File: src/rtl/fft_r22sdf_ctrl.sv
// fft_r22sdf_ctrl: sequencing controller for a streaming radix-2^2 SDF FFT.
// Tracks the sample position entering every BF I/BF II stage pair, drives
// butterfly selects, BF II -j swap flags and twiddle ROM addresses, gates
// input acceptance and marks the output frame. Touches no sample data.
// Ports:
//   clk_i, rst_n      clock, synchronous active-low reset
//   valid_i           input sample present
//   ready_o           sample accepted this cycle
//   zero_o            datapath substitutes 0 for the input (abort padding)
//   bfi_sel_o         BF I select per stage
//   bfii_sel_o        BF II select per stage
//   bfii_negj_o       BF II -j swap enable per stage
//   tw_addr_o         twiddle address per stage (slice s = stage s)
//   valid_o, idx_o    output sample valid and natural position in frame
//   frame_done_o      pulse with the last output sample of a frame
//   err_o             pulse when valid_i drops mid-frame
module fft_r22sdf_ctrl #(
  parameter int unsigned N         = 1024,
  parameter int unsigned LOG2N     = 10,
  parameter int unsigned STAGE_LAT = 1,
  localparam int unsigned NSTAGES  = LOG2N / 2
) (
  input  logic                       clk_i,
  input  logic                       rst_n,
  input  logic                       valid_i,
  output logic                       ready_o,
  output logic                       zero_o,
  output logic [NSTAGES-1:0]         bfi_sel_o,
  output logic [NSTAGES-1:0]         bfii_sel_o,
  output logic [NSTAGES-1:0]         bfii_negj_o,
  output logic [NSTAGES*LOG2N-1:0]   tw_addr_o,
  output logic                       valid_o,
  output logic [LOG2N-1:0]           idx_o,
  output logic                       frame_done_o,
  output logic                       err_o
);

  localparam int unsigned TOTAL_LAT = N - 1 + NSTAGES * STAGE_LAT;
  localparam int unsigned LATW      = $clog2(TOTAL_LAT + 1);
  localparam int unsigned HD        = (NSTAGES - 1) * STAGE_LAT;
  localparam int unsigned HDEPTH    = (HD > 0) ? HD : 1;
  localparam int unsigned PW        = LOG2N + 2;
  localparam int unsigned NSLOT     = 2;

  localparam logic [1:0] S_IDLE  = 2'd0;
  localparam logic [1:0] S_RUN   = 2'd1;
  localparam logic [1:0] S_ABORT = 2'd2;
  localparam logic [1:0] S_DRAIN = 2'd3;

  logic [1:0]               state_q, state_d;
  logic [LOG2N-1:0]         c0_q, c0_d;
  logic [LOG2N-1:0]         hist_q [HDEPTH];
  logic [LOG2N-1:0]         hist_d [HDEPTH];
  logic [LOG2N-1:0]         cs_q [NSTAGES];
  logic [LOG2N-1:0]         cs_d [NSTAGES];
  logic [NSTAGES*LOG2N-1:0] tw_q, tw_d;
  logic                     ready_q, ready_d;
  logic                     zero_q, zero_d;
  logic                     valid_q, valid_d;
  logic [LOG2N-1:0]         idx_q, idx_d;
  logic                     done_q, done_d;
  logic [NSLOT-1:0]         busy_q, busy_d;
  logic [LATW-1:0]          lat_q [NSLOT];
  logic [LATW-1:0]          lat_d [NSLOT];
  logic                     start_c;
  logic                     err_c;
  logic                     fire_c;
  logic                     drained_c;
  logic                     c0_zero_c;
  logic                     c0_last_c;

  // Twiddle index: map(top two position bits) * remaining bits, scaled by stage.
  function automatic logic [LOG2N-1:0] tw_calc(input logic [LOG2N-1:0] c,
                                               input int unsigned s);
    int unsigned    sh;
    logic [1:0]     t;
    logic [1:0]     m;
    logic [LOG2N-1:0] k;
    logic [PW-1:0]  prod;
    sh = LOG2N - 2 - 2 * s;
    t  = 2'(c >> sh);
    k  = c & LOG2N'((1 << sh) - 1);
    case (t)
      2'd0:    m = 2'd0;
      2'd1:    m = 2'd2;
      2'd2:    m = 2'd1;
      default: m = 2'd3;
    endcase
    prod = PW'(m) * PW'(k);
    return LOG2N'(prod << (2 * s));
  endfunction

  assign c0_zero_c = (c0_q == '0);
  assign c0_last_c = (c0_q == LOG2N'(N - 1));
  // Nothing left to emit once no frame is waiting and the current window ends.
  assign drained_c = (busy_q == '0) && (!valid_q || (idx_q == LOG2N'(N - 1)));

  // Next-state logic; start_c marks acceptance of a frame's position 0.
  always_comb begin
    state_d = state_q;
    start_c = 1'b0;
    err_c   = 1'b0;
    case (state_q)
      S_IDLE: begin
        if (valid_i) begin
          state_d = S_RUN;
          start_c = 1'b1;
        end
      end
      S_RUN: begin
        if (!valid_i) begin
          if (c0_zero_c) begin
            state_d = S_DRAIN;
          end else begin
            state_d = S_ABORT;
            err_c   = 1'b1;
          end
        end else if (c0_zero_c) begin
          start_c = 1'b1;
        end
      end
      S_ABORT: begin
        if (c0_last_c) state_d = S_DRAIN;
      end
      S_DRAIN: begin
        if (valid_i && c0_zero_c) begin
          state_d = S_RUN;
          start_c = 1'b1;
        end else if (drained_c) begin
          state_d = S_IDLE;
        end
      end
      default: state_d = S_IDLE;
    endcase
  end

  // Position counters: c_0 free-runs outside IDLE; later stages are delayed copies.
  always_comb begin
    c0_d      = (state_d != S_IDLE) ? c0_q + LOG2N'(1) : '0;
    hist_d[0] = (state_d != S_IDLE) ? c0_q : '0;
    for (int i = 1; i < HDEPTH; i++) begin
      hist_d[i] = (state_d != S_IDLE) ? hist_q[i-1] : '0;
    end
    ready_d = (state_d == S_IDLE) || (state_d == S_RUN) ||
              ((state_d == S_DRAIN) && (c0_d == '0));
    zero_d  = (state_d == S_ABORT);
  end

  for (genvar s = 0; s < NSTAGES; s++) begin : g_stage
    localparam int unsigned D = s * STAGE_LAT;
    if (D == 0) begin : g_d0
      assign cs_q[s] = c0_q;
      assign cs_d[s] = c0_d;
    end else begin : g_dn
      assign cs_q[s] = hist_q[D-1];
      assign cs_d[s] = hist_d[D-1];
    end
    assign bfi_sel_o[s]   = cs_q[s][LOG2N-1-2*s];
    assign bfii_sel_o[s]  = cs_q[s][LOG2N-2-2*s];
    assign bfii_negj_o[s] = cs_q[s][LOG2N-1-2*s] & ~cs_q[s][LOG2N-2-2*s];
  end

  // Twiddle addresses computed from next positions so they align with the selects.
  always_comb begin
    tw_d = '0;
    for (int s = 0; s < NSTAGES - 1; s++) begin
      tw_d[s*LOG2N +: LOG2N] = tw_calc(cs_d[s], s);
    end
  end

  // Latency slots: each accepted frame counts down to the start of its output window.
  always_comb begin
    fire_c = 1'b0;
    busy_d = busy_q;
    for (int i = 0; i < NSLOT; i++) begin
      lat_d[i] = lat_q[i];
      if (busy_q[i]) begin
        if (lat_q[i] == '0) begin
          fire_c    = 1'b1;
          busy_d[i] = 1'b0;
        end else begin
          lat_d[i] = lat_q[i] - LATW'(1);
        end
      end
    end
    if (start_c) begin
      if (!busy_d[0]) begin
        busy_d[0] = 1'b1;
        lat_d[0]  = LATW'(TOTAL_LAT - 2);
      end else begin
        busy_d[1] = 1'b1;
        lat_d[1]  = LATW'(TOTAL_LAT - 2);
      end
    end
  end

  // Output window: a firing slot restarts idx so back-to-back frames stay contiguous.
  always_comb begin
    valid_d = fire_c || (valid_q && (idx_q != LOG2N'(N - 1)));
    if (fire_c) begin
      idx_d = '0;
    end else if (valid_d) begin
      idx_d = idx_q + LOG2N'(1);
    end else begin
      idx_d = '0;
    end
    done_d = valid_d && (idx_d == LOG2N'(N - 1));
  end

  always_ff @(posedge clk_i) begin
    if (!rst_n) begin
      state_q <= S_IDLE;
      c0_q    <= '0;
      for (int i = 0; i < HDEPTH; i++) hist_q[i] <= '0;
      tw_q    <= '0;
      ready_q <= 1'b1;
      zero_q  <= 1'b0;
      valid_q <= 1'b0;
      idx_q   <= '0;
      done_q  <= 1'b0;
      busy_q  <= '0;
      for (int i = 0; i < NSLOT; i++) lat_q[i] <= '0;
    end else begin
      state_q <= state_d;
      c0_q    <= c0_d;
      for (int i = 0; i < HDEPTH; i++) hist_q[i] <= hist_d[i];
      tw_q    <= tw_d;
      ready_q <= ready_d;
      zero_q  <= zero_d;
      valid_q <= valid_d;
      idx_q   <= idx_d;
      done_q  <= done_d;
      busy_q  <= busy_d;
      for (int i = 0; i < NSLOT; i++) lat_q[i] <= lat_d[i];
    end
  end

  assign ready_o      = ready_q;
  assign zero_o       = zero_q;
  assign tw_addr_o    = tw_q;
  assign valid_o      = valid_q;
  assign idx_o        = idx_q;
  assign frame_done_o = done_q;
  // Flags the drop in the same cycle valid_i goes low.
  assign err_o        = err_c;

endmodule

File: config.mk
export PLATFORM = sky130hd
export DESIGN_NAME = fft_r22sdf_ctrl
export DESIGN_NICKNAME = d
export VERILOG_FILES = /design/src/rtl/fft_r22sdf_ctrl.sv
export SDC_FILE = /design/constraint.sdc
export NUM_CORES = 1
export LEC_CHECK = 0
export CAP_MARGIN = 20
export CELL_PAD_IN_SITES_DETAIL_PLACEMENT = 1
export CELL_PAD_IN_SITES_GLOBAL_PLACEMENT = 2
export CORE_UTILIZATION = 35
export DETAILED_ROUTE_END_ITERATION = 16
export DONT_BUFFER_PORTS = 1
export PLACE_DENSITY_LB_ADDON = 0.1
export SYNTH_ARGS = -nofsm -noshare
export SYNTH_HDL_FRONTEND = slang
export SYNTH_SLANG_ARGS = --single-unit
File: constraint.sdc
create_clock -name clk_i -period 3.68 [get_ports clk_i]
set_input_delay 0.552 -clock clk_i [delete_from_list [all_inputs] [get_ports clk_i]]
set_output_delay 0.552 -clock clk_i [all_outputs]
set_load 0.01 [all_outputs]
==> results of run 1 <==
==> power by group through the flow <==
stage                     Combinational (mW)  Sequential (mW)  Clock [mW]
final                                  0.360             1.15        1.19
after global routing                   0.411             1.15        1.28
after CTS                              0.365             1.15        1.22
after detailed placement               0.361             1.17           0
after global placement                 0.355             1.17           0
after floorplan                        0.307             1.16           0
==> flip-flops by register name (all words and copies together) (netlist names) <==
signal / cells
valid_o: 1
state_q: 2
idx_o: 10
tw_addr_o: 28
zero_o: 1
c0_q: 10
lat_q: 22
busy_q: 2
frame_done_o: 1
ready_o: 1
hist_q: 20
==> cell type report <==
| class | count | area (um^2) | share of cell area (%) |
|---|---|---|---|
| tap | 176 | 220.2 | 4.090 |
| multi-input combinational | 383 | 2549 | 47.34 |
| inverter | 21 | 78.83 | 1.464 |
| clock inverter | 4 | 120.1 | 2.231 |
| sequential | 98 | 1962 | 36.44 |
| timing repair buffer | 25 | 187.7 | 3.486 |
| clock buffer | 12 | 266.5 | 4.950 |
==> how the worst max path moves through the flow <==
stage / from / to
after floorplan: idx_o[0] / tw_addr_o[8]
after global placement: idx_o[0] / tw_addr_o[8]
after detailed placement: idx_o[0] / tw_addr_o[8]
after CTS: idx_o[0] / tw_addr_o[8]
after global routing: c0_q[4] / tw_addr_o[18]
final: idx_o[0] / tw_addr_o[18]
==> cells by family (layout without fill, tap and decap cells) <==
family          count (synthesis)  count (layout)  share of synthesized area (%)
flops                          98              98                          40.25
buf+inv                        75              62                          9.317
compound gates                 60              60                          9.061
other cells                     1              22                        0.07693
mux                             2               2                         0.4363
simple gates                  235             235                          26.90
fa+ha+maj                      26              26                          7.136
xor+xnor                       38              38                          6.828
==> stage by stage <==
| step | cell area, um^2 | total power [mW] | setup WS [ns] | cells |
|---|---|---|---|---|
| after global placement | 4989 | 1.524 | 0.2077 | 703 |
| after detailed placement | 4989 | 1.531 | 0.02454 | 703 |
| after floorplan | 4954 | 1.470 | 0.003635 | 556 |
| final | 5384 | 2.699 | 0.2824 | 719 |
| after global routing | 5384 | 2.839 | 0.02209 | 719 |
| after CTS | 5375 | 2.734 | 0.003315 | 719 |
==> per-layer routing <==
layer,routed length [um],global-route usage [%],up-vias
li1,-,-,1825
met1,5491,21.73,1764
met3,548,4.563,13
met4,149,5.938,0
met5,0,0,-
met2,5447,27.41,69
==> layout by cell type (no fill, tap or decap), types with 4 or more instances in the layout <==
cell type | synthesis | final
ha_1 | 23 | 23
or3_1 | 4 | 4
nor4_1 | 12 | 12
nor2_2 | 6 | 7
dfxtp_1 | 98 | 98
nor2b_1 | 9 | 9
nor3_1 | 32 | 32
o31a_1 | 4 | 4
xor2_1 | 15 | 15
inv_1 | 20 | 20
nand2_1 | 15 | 15
bufinv_16 | 0 | 4
o21ai_0 | 7 | 7
conb_1 | 1 | 22
buf_4 | 33 | 25
a21o_1 | 5 | 5
nand4_1 | 8 | 8
xnor2_1 | 23 | 23
and2_1 | 11 | 11
o21a_1 | 4 | 4
or4_1 | 4 | 4
a21oi_1 | 16 | 16
nand3_1 | 13 | 13
nor3b_1 | 8 | 8
clkbuf_16 | 0 | 9
nor2_1 | 61 | 60
and3_1 | 37 | 37
==> timing repair <==
| action | CTS | global route |
|---|---|---|
| resized for setup | 0 | 3 |
| setup buffers | 0 | 0 |
| endpoints found under the setup margin | 0 | 3 |
==> critical path, delay by kind of cell (launching register included) <==
kind / cells / cell delay [ns]
adders and majority gates: 2 / 0.49
and+or+nand+nor: 5 / 1.37
DFF: 1 / 0.32
AOI/OAI and AO/OA: 5 / 0.98
buffers and inverters: 1 / 0.16
==> summary.txt, run 1 <==
Pwr
  • Psw: 675.3 uW
  • Clock share of power: 44.2%
  • Pint: 2.023 mW
  • Maximum VDD drop: 198.0 uV
  • Comb power frac: 13.3%
  • PwrDens: 501.2 nW/um^2
  • Switch share: 25.02%
  • Lkg Pwr: 2.287 nW
  • Reg power frac: 42.5%

Critical path
  • Crit path DAT: 3.68 ns
  • Critical Path RT: 3.96 ns
  • R2R Setup Slk: 0.28 ns
  • Cells on worst reg2reg path: 13
  • Slowest cell on the critical path: or4_1
  • RR Startpoint: idx_o[0]
  • CP Capture Type: flop
  • Critical path peak fanout: 8
  • Critical path class: reg -> reg
  • Critical-path cell list: ha_1 -> and4_4 -> and4_4 -> o2111a_2 -> buf_4 -> nor2_2 -> and3_1 -> ha_1 -> a21o_1 -> a21oi_1 -> o21ai_0 -> or4_1 -> a21oi_1
  • CP Launch Type: flop
  • R2R Path End: tw_addr_o[18]
  • Slowest cell delay on critical path: 0.41 ns

Logic synthesis
  • Top_reg_cell synth: dfxtp_1
  • Post-synth cell types: 62
  • Top post-synthesis cells by count: 98 x dfxtp_1, 61 x nor2_1, 37 x and3_1
  • Avg Inst Size Synth: 9.112 um^2
  • Asr flop ratio synth: 0%
  • Seq/Total Area, Yosys: 40.25%
  • Area contributors post-synth: dfxtp_1 40%, ha_1 5.9%, buf_4 5.1%
  • Mapped cell area: 4875 um^2
  • Top-area cell type share of the netlist area: 40.25%
  • Post-synthesis register bit count: 98
  • Yosys synthesis warning count: 0
  • Post-synthesis cell count: 535
  • Most frequent cell after synthesis: dfxtp_1
  • Post-synth EDFFs: 0
  • Area leader, netlist: dfxtp_1

Cells and area
  • ANT cells: 0
  • Area Overhead vs Synth: 10.45%
  • Fin nets: 567
  • Fillers: 1580
  • Layout cells sized above 1: 11.42%
  • Finished Core Util: 40.18%

Route
  • Drt first pass iters: 6
  • ANT nets after route: 0
  • Via count: 3671
  • Total wire length: 11.64 mm
  • 1st-iter DRT viols: 164
  • Drt drc: 0
  • Drt via density: 5.106
  • Avg WL per Cell: 16.18 um

Clocking
  • Inserted Clock Buffers: 9
  • H-tree Lvls: 3
  • Clk_lat worst skew: 0.35 ns
  • Clk sinks: 98
  • Post-cts hold buffer count: 0
  • Clock slew seen by the registers of the worst setup and hold paths: 0.06 ns
  • Clock root cell: clkbuf_16
  • Longest Clk Path Bufs: 2
  • CTS tree: yes

STA
  • Final setup viols: 0
  • RSZ-0062 raised after global routing: no
  • Post-layout minimum cycle time: 3.398 ns
  • Setup_tns: 0 ns
  • Slew @ Worst Pin: 0.9980 ns
  • Rel. slew slack: 33.16%
  • Highest clock rate: 294.3 MHz
  • Final hold violations: 0
  • Fin. max-slew vios: 0
  • Period utilisation layout: 92.33%
  • Hold WS: 0.3218 ns
  • Setup Skew: 0.007253 ns

Min path
  • Hold EP: lat_q[0][21]
  • Hold depth: 1
  • Class of the worst hold path: in -> reg
  • Worst hold start: rst_n

Floorplanning
  • Io pins: 83
  • FP Rows: 42
  • Die Ht: 120.0 um
  • Die area: 14400 um^2
  • Chip width: 120.0 um
  • Core box area: 13400 um^2
  • Initial Utilization: 36.38%

Global routing
  • Initial antenna violation count: 0
  • Global-route wire length before repair: 19.22 mm
  • Vias in the first global route: 3784
  • Largest net degree at the start of global routing: 38
  • Overflow after GRT: 0
  • Tot GR Track Use: 17.01%

Placement
  • Port-buffer cells: 0
  • Dpl hpwl: 8.454 mm
  • Final GP Congestion: 0.8269

Job
  • Max-cap violations: 0

Outcome
  • Status: finished, final reports clean
No activity file was read; power rests on OpenSTA's default activity.
==> run 2, diff against run 1 <==
- SLEW_MARGIN: not set -> 30
==> run 2 against run 1 <==
Net effect: maximum frequency decreased by 0.33%; sequential share of layout area increased by 0.65 points; worst setup slack got worse by 0.011 ns.
==> summary.txt, run 2 (same netlist as run 1, synthesis figures left out) <==
Cells and area
  • Fillers: 1567 (-0.82%)
  • Sequential Area: 1962 um^2 (unchanged)
  • Commonest non-fill, non-tap cell in the layout: dfxtp_1
  • ANT cells: 0 (unchanged)
  • Fin nets: 567 (unchanged)
  • Area of the multi-input gates: 2555 um^2 (+0.25%)
  • Most frequent cells in the layout: 98 x dfxtp_1, 60 x nor2_1, 37 x and3_1, 32 x nor3_1, 25 x buf_4
  • Max reg flops: 28 (unchanged)
  • Layout cells sized above 1: 11.07% (-0.35 points)
  • Finished Core Util: 39.48% (-0.70 points)
  • Area Overhead vs Synth: 8.521%

Min path
  • Class of the worst hold path: in -> reg
  • Worst hold start: rst_n
  • Hold EP: tw_addr_o[39]
  • Hold depth: 1 (unchanged)

Route
  • ANT nets after route: 0 (unchanged)
  • Drt via density: 5.075 (-0.60%)
  • 1st-iter DRT viols: 174 (+6.1%)
  • Avg WL per Cell: 16.07 um (-0.71%)
  • Drt first pass iters: 6 (unchanged)
  • Total wire length: 11.54 mm (-0.85%)
  • Via count: 3644 (-0.74%)
  • Drt drc: 0 (unchanged)

Critical path
  • Critical-path cell list: ha_1 -> and4_4 -> and4_4 -> o2111a_2 -> buf_4 -> nor2_2 -> buf_4 -> and3_1 -> ha_1 -> a21oi_1 -> o21ai_0 -> or4_1 -> a21oi_1
  • Cells on worst reg2reg path: 13 (unchanged)
  • CP Capture Type: flop
  • Critical path peak fanout: 32 (+24)
  • Top delay family on crit path: simple AND/OR/NAND/NOR gates
  • Crit path DAT: 3.68 ns (about the same)
  • R2R Path End: tw_addr_o[18]
  • Slowest cell delay on critical path: 0.41 ns (about the same)
  • CP Launch Type: flop
  • Critical Path RT: 3.95 ns (about the same)
  • Critical path class: reg -> reg
  • RR Startpoint: idx_o[0]
  • Slowest cell on the critical path: or4_1
  • WP buf/inv: 2 (+1)
  • R2R Setup Slk: 0.27 ns (about the same)

STA
  • Period utilisation layout: 92.63% (+0.30 points)
  • Final setup viols: 0 (unchanged)
  • Highest clock rate: 293.4 MHz (-0.33%)
  • Setup_tns: 0 ns (unchanged)
  • Fin. max-slew vios: 0 (unchanged)
  • Final hold violations: 0 (unchanged)
  • Setup Skew: 0.01043 ns (+0.003178 ns)
  • Post-layout minimum cycle time: 3.409 ns (+0.01114 ns)
  • Slew @ Worst Pin: 0.8157 ns (-0.1823 ns)
  • RSZ-0062 raised after global routing: no
  • Rel. slew slack: 45.62% (+12 points)

Pwr
  • PwrDens: 460.7 nW/um^2 (-8.1%)
  • Lkg Pwr: 2.240 nW (-2.0%)
  • Maximum VDD drop: 249.1 uV (+26%)

Global routing
  • Overflow after GRT: 0 (unchanged)
  • Vias in the first global route: 3793 (+0.24%)
  • Global-route wire length before repair: 19.04 mm (-0.93%)
  • Initial antenna violation count: 0 (unchanged)
  • Largest net degree at the start of global routing: 38 (unchanged)
  • Tot GR Track Use: 16.77% (-0.24 points)

Clocking
  • Clk_lat worst skew: 0.35 ns (about the same)
  • Clk sinks: 98 (unchanged)
  • H-tree Lvls: 3 (unchanged)
  • Clock slew seen by the registers of the worst setup and hold paths: 0.06 ns (about the same)
  • Clock root cell: clkbuf_16
  • CTS tree: yes
  • Inserted Clock Buffers: 9 (unchanged)
  • Post-cts hold buffer count: 0 (unchanged)
  • Longest Clk Path Bufs: 2 (unchanged)

Job
  • Max-cap violations: 0 (unchanged)

Floorplanning
  • Core box area: 13400 um^2 (unchanged)
  • Die area: 14400 um^2 (unchanged)
  • Die Ht: 120.0 um (unchanged)
  • Chip width: 120.0 um (unchanged)
  • Io pins: 83 (unchanged)
  • FP Rows: 42 (unchanged)
  • Initial Utilization: 36.38% (unchanged)

Placement
  • Final GP Congestion: 0.8269 (unchanged)
  • Dpl hpwl: 8.502 mm (+0.57%)
  • Port-buffer cells: 0 (unchanged)

Outcome
  • Status: finished, final reports clean
## run 2: per-layer routing
layer  track usage (%)  share of wire [%]  up-vias
met5                 0                  0        -
met4             6.563                1.3        0
met3             3.802                4.6       10
met2             27.91                 47       67
met1             20.86                 47     1739
li1                  -                  -     1828
## run 2: worst reg2reg max path, cell delays in order, from the launching register on
cell and delay [ns]:
dfxtp_1 0.32, ha_1 0.24, and4_4 0.22, and4_4 0.18, o2111a_2 0.27, buf_4 0.16
nor2_2 0.28, buf_4 0.35, and3_1 0.21, ha_1 0.27, a21oi_1 0.14, o21ai_0 0.13
or4_1 0.41, a21oi_1 0.16
## run 2: cell type report
| class | count | share of cell area, % |
|---|---|---|
| clock buffer | 12 | 4.659 |
| clock inverter | 3 | 0.7569 |
| inverter | 21 | 1.490 |
| sequential | 98 | 37.09 |
| tap | 176 | 4.163 |
| multi-input combinational | 383 | 48.30 |
| timing repair buffer | 25 | 3.548 |
## run 2: report_power, final
group          internal, mW  switching [mW]  total [mW]
Combinational         0.133           0.232       0.365
Sequential             1.10          0.0438        1.15
Clock                 0.540           0.386       0.926
## run 2: repair_timing
item / CTS / global route
endpoints found under the setup margin: 0 / 3
gates resized for setup: 0 / 3
setup buffers: 0 / 0
## run 2: metrics by stage
stage	hold WS [ns]	power, mW	area (um^2)	setup WS (ns)	instances
finish	0.3320	2.437	5290	0.2713	718
global route	0.3229	2.565	5290	0.005107	718
global placement	0.4443	1.524	4989	0.2077	703
detailed placement	0.4453	1.535	4995	0.05082	703
CTS	0.3212	2.470	5281	0.03255	718
floorplan	0.4367	1.470	4954	0.003635	556
## run 2: worst max-delay path by stage
stage               startpoint             to  slack [ns]  cells after the start
finish                idx_o[0]  tw_addr_o[18]        0.27                     13
global route          idx_o[0]  tw_addr_o[18]       0.005                     13
CTS                   idx_o[0]   tw_addr_o[8]        0.03                     12
detailed placement    idx_o[0]   tw_addr_o[8]        0.05                     12
global placement      idx_o[0]   tw_addr_o[8]        0.21                     12
floorplan             idx_o[0]   tw_addr_o[8]       0.004                     15
